<file path="src/rtl/multicycle_controller.sv">
// multicycle_controller: main control FSM of the multicycle RV32 core.
// Sequences fetch/decode/execute/writeback over the shared ALU, register
// file, memory and PC. The Moore outputs are decoded from the state register.
// Optional feature: define MULTICYCLE_MEM_READY_EN to make FETCH, MEMREAD
// and MEMWRITE wait for memReady.
// ILLEGAL_HALT=1 keeps ILLEGAL until reset. ILLEGAL_HALT=0 leaves ILLEGAL
// after one cycle and returns to FETCH, so the bad instruction is skipped.
module multicycle_controller #(
    parameter bit ILLEGAL_HALT = 1'b1
) (
    input  logic       clk,
    input  logic       reset,
    input  logic [6:0] op,
    input  logic       zero,
    input  logic       memReady,
    output logic       PCWrite,
    output logic       AdrSrc,
    output logic       MemWrite,
    output logic       IRWrite,
    output logic [1:0] ResultSrc,
    output logic [1:0] ALUSrcA,
    output logic [1:0] ALUSrcB,
    output logic [1:0] ALUOp,
    output logic       RegWrite,
    output logic       instrDone,
    output logic       illegalInstr,
    output logic [3:0] state
);

    typedef enum logic [3:0] {
        S_FETCH    = 4'd0,
        S_DECODE   = 4'd1,
        S_MEMADR   = 4'd2,
        S_MEMREAD  = 4'd3,
        S_MEMWB    = 4'd4,
        S_MEMWRITE = 4'd5,
        S_EXECUTER = 4'd6,
        S_ALUWB    = 4'd7,
        S_EXECUTEI = 4'd8,
        S_JAL      = 4'd9,
        S_BEQ      = 4'd10,
        S_ILLEGAL  = 4'd15
    } state_t;

    localparam logic [6:0] OP_LW   = 7'b0000011;
    localparam logic [6:0] OP_SW   = 7'b0100011;
    localparam logic [6:0] OP_R    = 7'b0110011;
    localparam logic [6:0] OP_I    = 7'b0010011;
    localparam logic [6:0] OP_JAL  = 7'b1101111;
    localparam logic [6:0] OP_BEQ  = 7'b1100011;

    state_t     state_r;
    state_t     next_state_s;
    state_t     out_state_s;
    logic       illegal_r;
    logic       mem_ready_s;

    logic       pc_update_s;
    logic       branch_s;
    logic       adr_src_s;
    logic       mem_write_s;
    logic       ir_write_s;
    logic [1:0] result_src_s;
    logic [1:0] alu_src_a_s;
    logic [1:0] alu_src_b_s;
    logic [1:0] alu_op_s;
    logic       reg_write_s;
    logic       instr_done_s;

`ifdef MULTICYCLE_MEM_READY_EN
    assign mem_ready_s = memReady;
`else
    // Without the handshake every memory access completes in one cycle.
    logic unused_mem_ready_s;
    assign unused_mem_ready_s = memReady;
    assign mem_ready_s        = 1'b1;
`endif

    // State register and sticky illegal-instruction flag.
    always_ff @(posedge clk) begin
        if (reset) begin
            state_r   <= S_FETCH;
            illegal_r <= 1'b0;
        end else begin
            state_r <= next_state_s;
            if (next_state_s == S_ILLEGAL) begin
                illegal_r <= 1'b1;
            end
        end
    end

    // Next-state logic. op is looked at only in DECODE and MEMADR.
    always_comb begin
        next_state_s = S_FETCH;
        case (state_r)
            S_FETCH:    next_state_s = mem_ready_s ? S_DECODE : S_FETCH;
            S_DECODE: begin
                case (op)
                    OP_LW, OP_SW: next_state_s = S_MEMADR;
                    OP_R:         next_state_s = S_EXECUTER;
                    OP_I:         next_state_s = S_EXECUTEI;
                    OP_JAL:       next_state_s = S_JAL;
                    OP_BEQ:       next_state_s = S_BEQ;
                    default:      next_state_s = S_ILLEGAL;
                endcase
            end
            S_MEMADR:   next_state_s = (op == OP_SW) ? S_MEMWRITE : S_MEMREAD;
            S_MEMREAD:  next_state_s = mem_ready_s ? S_MEMWB : S_MEMREAD;
            S_MEMWB:    next_state_s = S_FETCH;
            S_MEMWRITE: next_state_s = mem_ready_s ? S_FETCH : S_MEMWRITE;
            S_EXECUTER: next_state_s = S_ALUWB;
            S_EXECUTEI: next_state_s = S_ALUWB;
            S_JAL:      next_state_s = S_ALUWB;
            S_ALUWB:    next_state_s = S_FETCH;
            S_BEQ:      next_state_s = S_FETCH;
            S_ILLEGAL:  next_state_s = ILLEGAL_HALT ? S_ILLEGAL : S_FETCH;
            default:    next_state_s = S_FETCH;
        endcase
    end

    // Moore output decode. During reset the FETCH selects are shown,
    // whatever state the register still holds.
    always_comb begin
        out_state_s  = reset ? S_FETCH : state_r;
        pc_update_s  = 1'b0;
        branch_s     = 1'b0;
        adr_src_s    = 1'b0;
        mem_write_s  = 1'b0;
        ir_write_s   = 1'b0;
        result_src_s = 2'b00;
        alu_src_a_s  = 2'b00;
        alu_src_b_s  = 2'b00;
        alu_op_s     = 2'b00;
        reg_write_s  = 1'b0;
        instr_done_s = 1'b0;
        case (out_state_s)
            S_FETCH: begin
                ir_write_s   = mem_ready_s;
                pc_update_s  = mem_ready_s;
                alu_src_b_s  = 2'b10;
                result_src_s = 2'b10;
            end
            S_DECODE: begin
                alu_src_a_s = 2'b01;
                alu_src_b_s = 2'b01;
            end
            S_MEMADR: begin
                alu_src_a_s = 2'b10;
                alu_src_b_s = 2'b01;
            end
            S_MEMREAD: begin
                adr_src_s = 1'b1;
            end
            S_MEMWB: begin
                result_src_s = 2'b01;
                reg_write_s  = 1'b1;
                instr_done_s = 1'b1;
            end
            S_MEMWRITE: begin
                adr_src_s    = 1'b1;
                mem_write_s  = 1'b1;
                instr_done_s = mem_ready_s;
            end
            S_EXECUTER: begin
                alu_src_a_s = 2'b10;
                alu_op_s    = 2'b10;
            end
            S_EXECUTEI: begin
                alu_src_a_s = 2'b10;
                alu_src_b_s = 2'b01;
                alu_op_s    = 2'b10;
            end
            S_ALUWB: begin
                reg_write_s  = 1'b1;
                instr_done_s = 1'b1;
            end
            S_JAL: begin
                alu_src_a_s = 2'b01;
                alu_src_b_s = 2'b10;
                pc_update_s = 1'b1;
            end
            S_BEQ: begin
                alu_src_a_s  = 2'b10;
                alu_op_s     = 2'b01;
                branch_s     = 1'b1;
                instr_done_s = 1'b1;
            end
            default: begin
                pc_update_s = 1'b0;
            end
        endcase
    end

    // Write enables are forced low while reset is asserted.
    assign PCWrite      = ~reset & (pc_update_s | (branch_s & zero));
    assign IRWrite      = ~reset & ir_write_s;
    assign MemWrite     = ~reset & mem_write_s;
    assign RegWrite     = ~reset & reg_write_s;
    assign instrDone    = ~reset & instr_done_s;
    assign AdrSrc       = adr_src_s;
    assign ResultSrc    = result_src_s;
    assign ALUSrcA      = alu_src_a_s;
    assign ALUSrcB      = alu_src_b_s;
    assign ALUOp        = alu_op_s;
    assign illegalInstr = illegal_r;
    assign state        = state_r;

endmodule
</file>
<file path="config.mk">
export PLATFORM = sky130hd
export DESIGN_NAME = multicycle_controller
export DESIGN_NICKNAME = d
export VERILOG_FILES = /design/src/rtl/multicycle_controller.sv
export SDC_FILE = /design/constraint.sdc
export NUM_CORES = 1
export LEC_CHECK = 0
export ABC_AREA = 1
export CAP_MARGIN = 20
export CELL_PAD_IN_SITES_DETAIL_PLACEMENT = 0
export CELL_PAD_IN_SITES_GLOBAL_PLACEMENT = 1
export CORE_UTILIZATION = 24
export CTS_CLUSTER_DIAMETER = 30
export DETAILED_ROUTE_END_ITERATION = 8
export PLACE_DENSITY = 0.84
export SLEW_MARGIN = 15
export SYNTH_ARGS = -nofsm -noshare
export SYNTH_HDL_FRONTEND = slang
export SYNTH_SLANG_ARGS = --single-unit
</file>
<file path="constraint.sdc">
create_clock -name clk -period 1.5 [get_ports clk]
set_input_delay 0.3 -clock clk [delete_from_list [all_inputs] [get_ports clk]]
set_output_delay 0.3 -clock clk [all_outputs]
set_load 0.02 [all_outputs]
</file>
==> impl_results.md <==
- Outcome: finished, violations left
- Failing checks: setup timing
- Max_cap viols: 0
- Main combinational cell family by area after synthesis: simple AND/OR/NAND/NOR gates
- # clock sinks: 5
- Worst-path fanout max: 6
- Worst-Margin Slew: 0.3307 ns
- Area share of fa/ha/maj cells after synthesis: 0%
- Vias in the first global route: 820
- Hold Path Class: register to register
- Share of layout cells above drive strength 1: 59.15%
- Tot GR Track Use: 15.37%
- Worst Setup End Kind: output port
- Post-synthesis instance area: 586.8 sq um
- FF/Latch Area: 112.6 sq um
- Multiplexer area fraction after synthesis: 0%
- Clk slew on worst S/H paths: 0.04 ns
- DRT antenna net count: 0
- Fin cells: 192
- Die Height: 51.45 um
- Final period utilization: 111.0%
- Critical path arrival: 1.36 ns
- Top cells by area, synth: dfxtp_1, nand2_1, nand3_1
- Hold slack: 0.4855 ns
- First-pass GRT wire length: 3174 um
- Clock Skew: 0.0003419 ns
- Nets: 176
- Required time worst endpoint: 1.20 ns
- Post-detail-place hpwl: 1621 um
- CP peak stage delay: 0.29 ns
- Initial Utilization: 26.03%
- Layout area overhead: 125.8%
- Most frequent cells in the layout: buf_4, nand2_1, buf_6
- # H-tree levels: 1
- CTS tree: yes
- Unique masters post-synth: 22
- Slew margin rel.: 77.78%
- Post-Route M1 WL: 784 um
- Post-synth top area share: 17.06%
- Area of the multi-input gates: 536.8 sq um
- CTS buffer count: 3
- Most common cell after layout, fill and taps aside: buf_4
- GR Overflow Total: 0
- CP cell instances: clkdlybuf4s18_2 -> buf_4 -> nor2_1 -> nand2_1 -> o211ai_1 -> buf_4
- RSZ-0062 raised after global routing: true
- DR vias/cell: 4.656
- Pwr dens: 1811 nW/um^2
- Largest net degree at the start of global routing: 7
- Clock root buffer: clkbuf_4
- Initial antenna violation count: 0
- Via Count: 894
- Slowest CP cell: clkdlybuf4s18_2
- Synth Area in Compound Gates: 14.50%
- Core area: 2255 sq um
- Sequential area share after synthesis: 17.06%
- Final Slew Violations: 0
- Yosys reg bits: 5
- CTS Buffer Depth: 2
- Synth Area per Inst: 5.810 sq um
- Ports: 30
- Die ar.: 2647 sq um
- Warnings from Yosys: 0
- Type of origin of the critical path: input port
- Top routing layer in use: met4
- Syn Nets: 112
- Std-Cell Rows: 17
- Static leakage: 0.6502 nW
- Routed length on met2: 1273 um
- IR drop worst, VDD: 0.0008350 V
- # port buffers: 28
- FMAX: 600.6 MHz
- Synth Instances: 101
- Fin crit period: 1.665 ns
- Avg WL per Cell: 11.32 um
- Antenna Cells: 0
- DRC: 0
- Wire length on met3: 93 um
- Final Hold Vio Count: 0
- Final WL: 2173 um
- Most Frequent Cell on Critical Path: buf_4
- Post-synthesis simple-gate area fraction: 54.80%
- 1st-iter DRT viols: 10
- Skew-Pair Late Insertion Delay: 0.24 ns
- Dominant cell type by area after synthesis: dfxtp_1
- Placed Instances: 179
- Filler cells: 214
- GPL Wtd Cong: 0.7553
- Final setup viols: 11
- Critical path class: input port to output port
- Setup ws final: -0.1650 ns
- Drt first pass iters: 4
- Die Wd: 51.45 um
- Post-Synth XOR/XNOR Area: 0%
-- state kept, by name (all words and copies together), names as in the netlist --
name and count:
state 4, illegalInstr 1
-- cells by family (layout without fill, tap and decap cells) --
family          count (synthesis)  after routing
buf+inv                        19             82
flops                           5              5
compound gates                 13             13
simple gates                   64             64
-- final cells by class --
| cell class | instances | share of cell area (%) |
|---|---|---|
| Clock buffer | 4 | 1.983 |
| Multi-Input combinational cell | 77 | 40.51 |
| Inverter | 17 | 5.194 |
| Timing Repair Buffer | 61 | 41.17 |
| Tap cell | 28 | 2.644 |
| Sequential cell | 5 | 8.499 |
-- path summary, 6_finish.rpt --
kind                              from                   endpoint  slack (ns)  cells after the start
min          illegalInstr$_SDFFE_PP0N_  illegalInstr$_SDFFE_PP0N_        0.49                      2
max reg2reg        state[0]$_SDFF_PP0_  illegalInstr$_SDFFE_PP0N_        0.05                     11
max                              reset                 ALUSrcB[0]       -0.16                      6
min reg2reg  illegalInstr$_SDFFE_PP0N_  illegalInstr$_SDFFE_PP0N_        0.49                      2
-- critical path: cells and delay by family --
kind,cells,cell delay [ns]
AND/OR/NAND/NOR,2,0.25
AO/OA/AOI/OAI,1,0.13
buffers and inverters,3,0.68
-- metal layers --
metal  GRT usage [%]  up-vias
met5               0        -
met4          0.9009        0
met3           2.679        2
met2           33.12       33
met1           15.22      401
li1                -      458
-- synth_stat cells, drive strengths merged --
cell,instances
a21oi,6
a31oi,1
buf,2
dfxtp,5
inv,17
nand2,27
nand3,11
nand4,4
nor2,19
nor3,3
o211ai,2
o21ai,1
o22ai,1
o31ai,2
-- report_power, final --
group	total (mW)	leakage [nW]	internal (mW)	switching (mW)
registers	0.299	0.0435	0.214	0.0850
clock network	0.152	0.0150	0.100	0.0513
logic	1.95	0.592	0.948	1.00
-- through the flow --
| step | instance area, sq um | power, mW | utilization (%) | TNS [ns] | setup WS [ns] |
|---|---|---|---|---|---|
| 2_1_floorplan | 608.1 | 1.074 | - | -0.1191 | -0.1191 |
| 5_1_grt | 1325 | 2.549 | 58.77 | -1.828 | -0.2158 |
| 4_1_cts | 1186 | 2.128 | 52.61 | -0.7914 | -0.1619 |
| 3_3_place_gp | 1100 | 1.842 | 48.78 | -10.52 | -0.8603 |
| 6_report | 1325 | 2.399 | 58.77 | -1.212 | -0.1650 |
| 3_5_place_dp | 1100 | 1.860 | 48.78 | -10.86 | -0.8804 |
-- timing repair --
item / 4_1_cts / 5_1_grt
pin swaps: 10 / 8
resized for setup: 96 / 31
endpoints found under the setup margin: 18 / 16
hold buffers: 0 / 0
setup buffers: 5 / 5
Note: power is estimated with default switching activity, not from simulation.
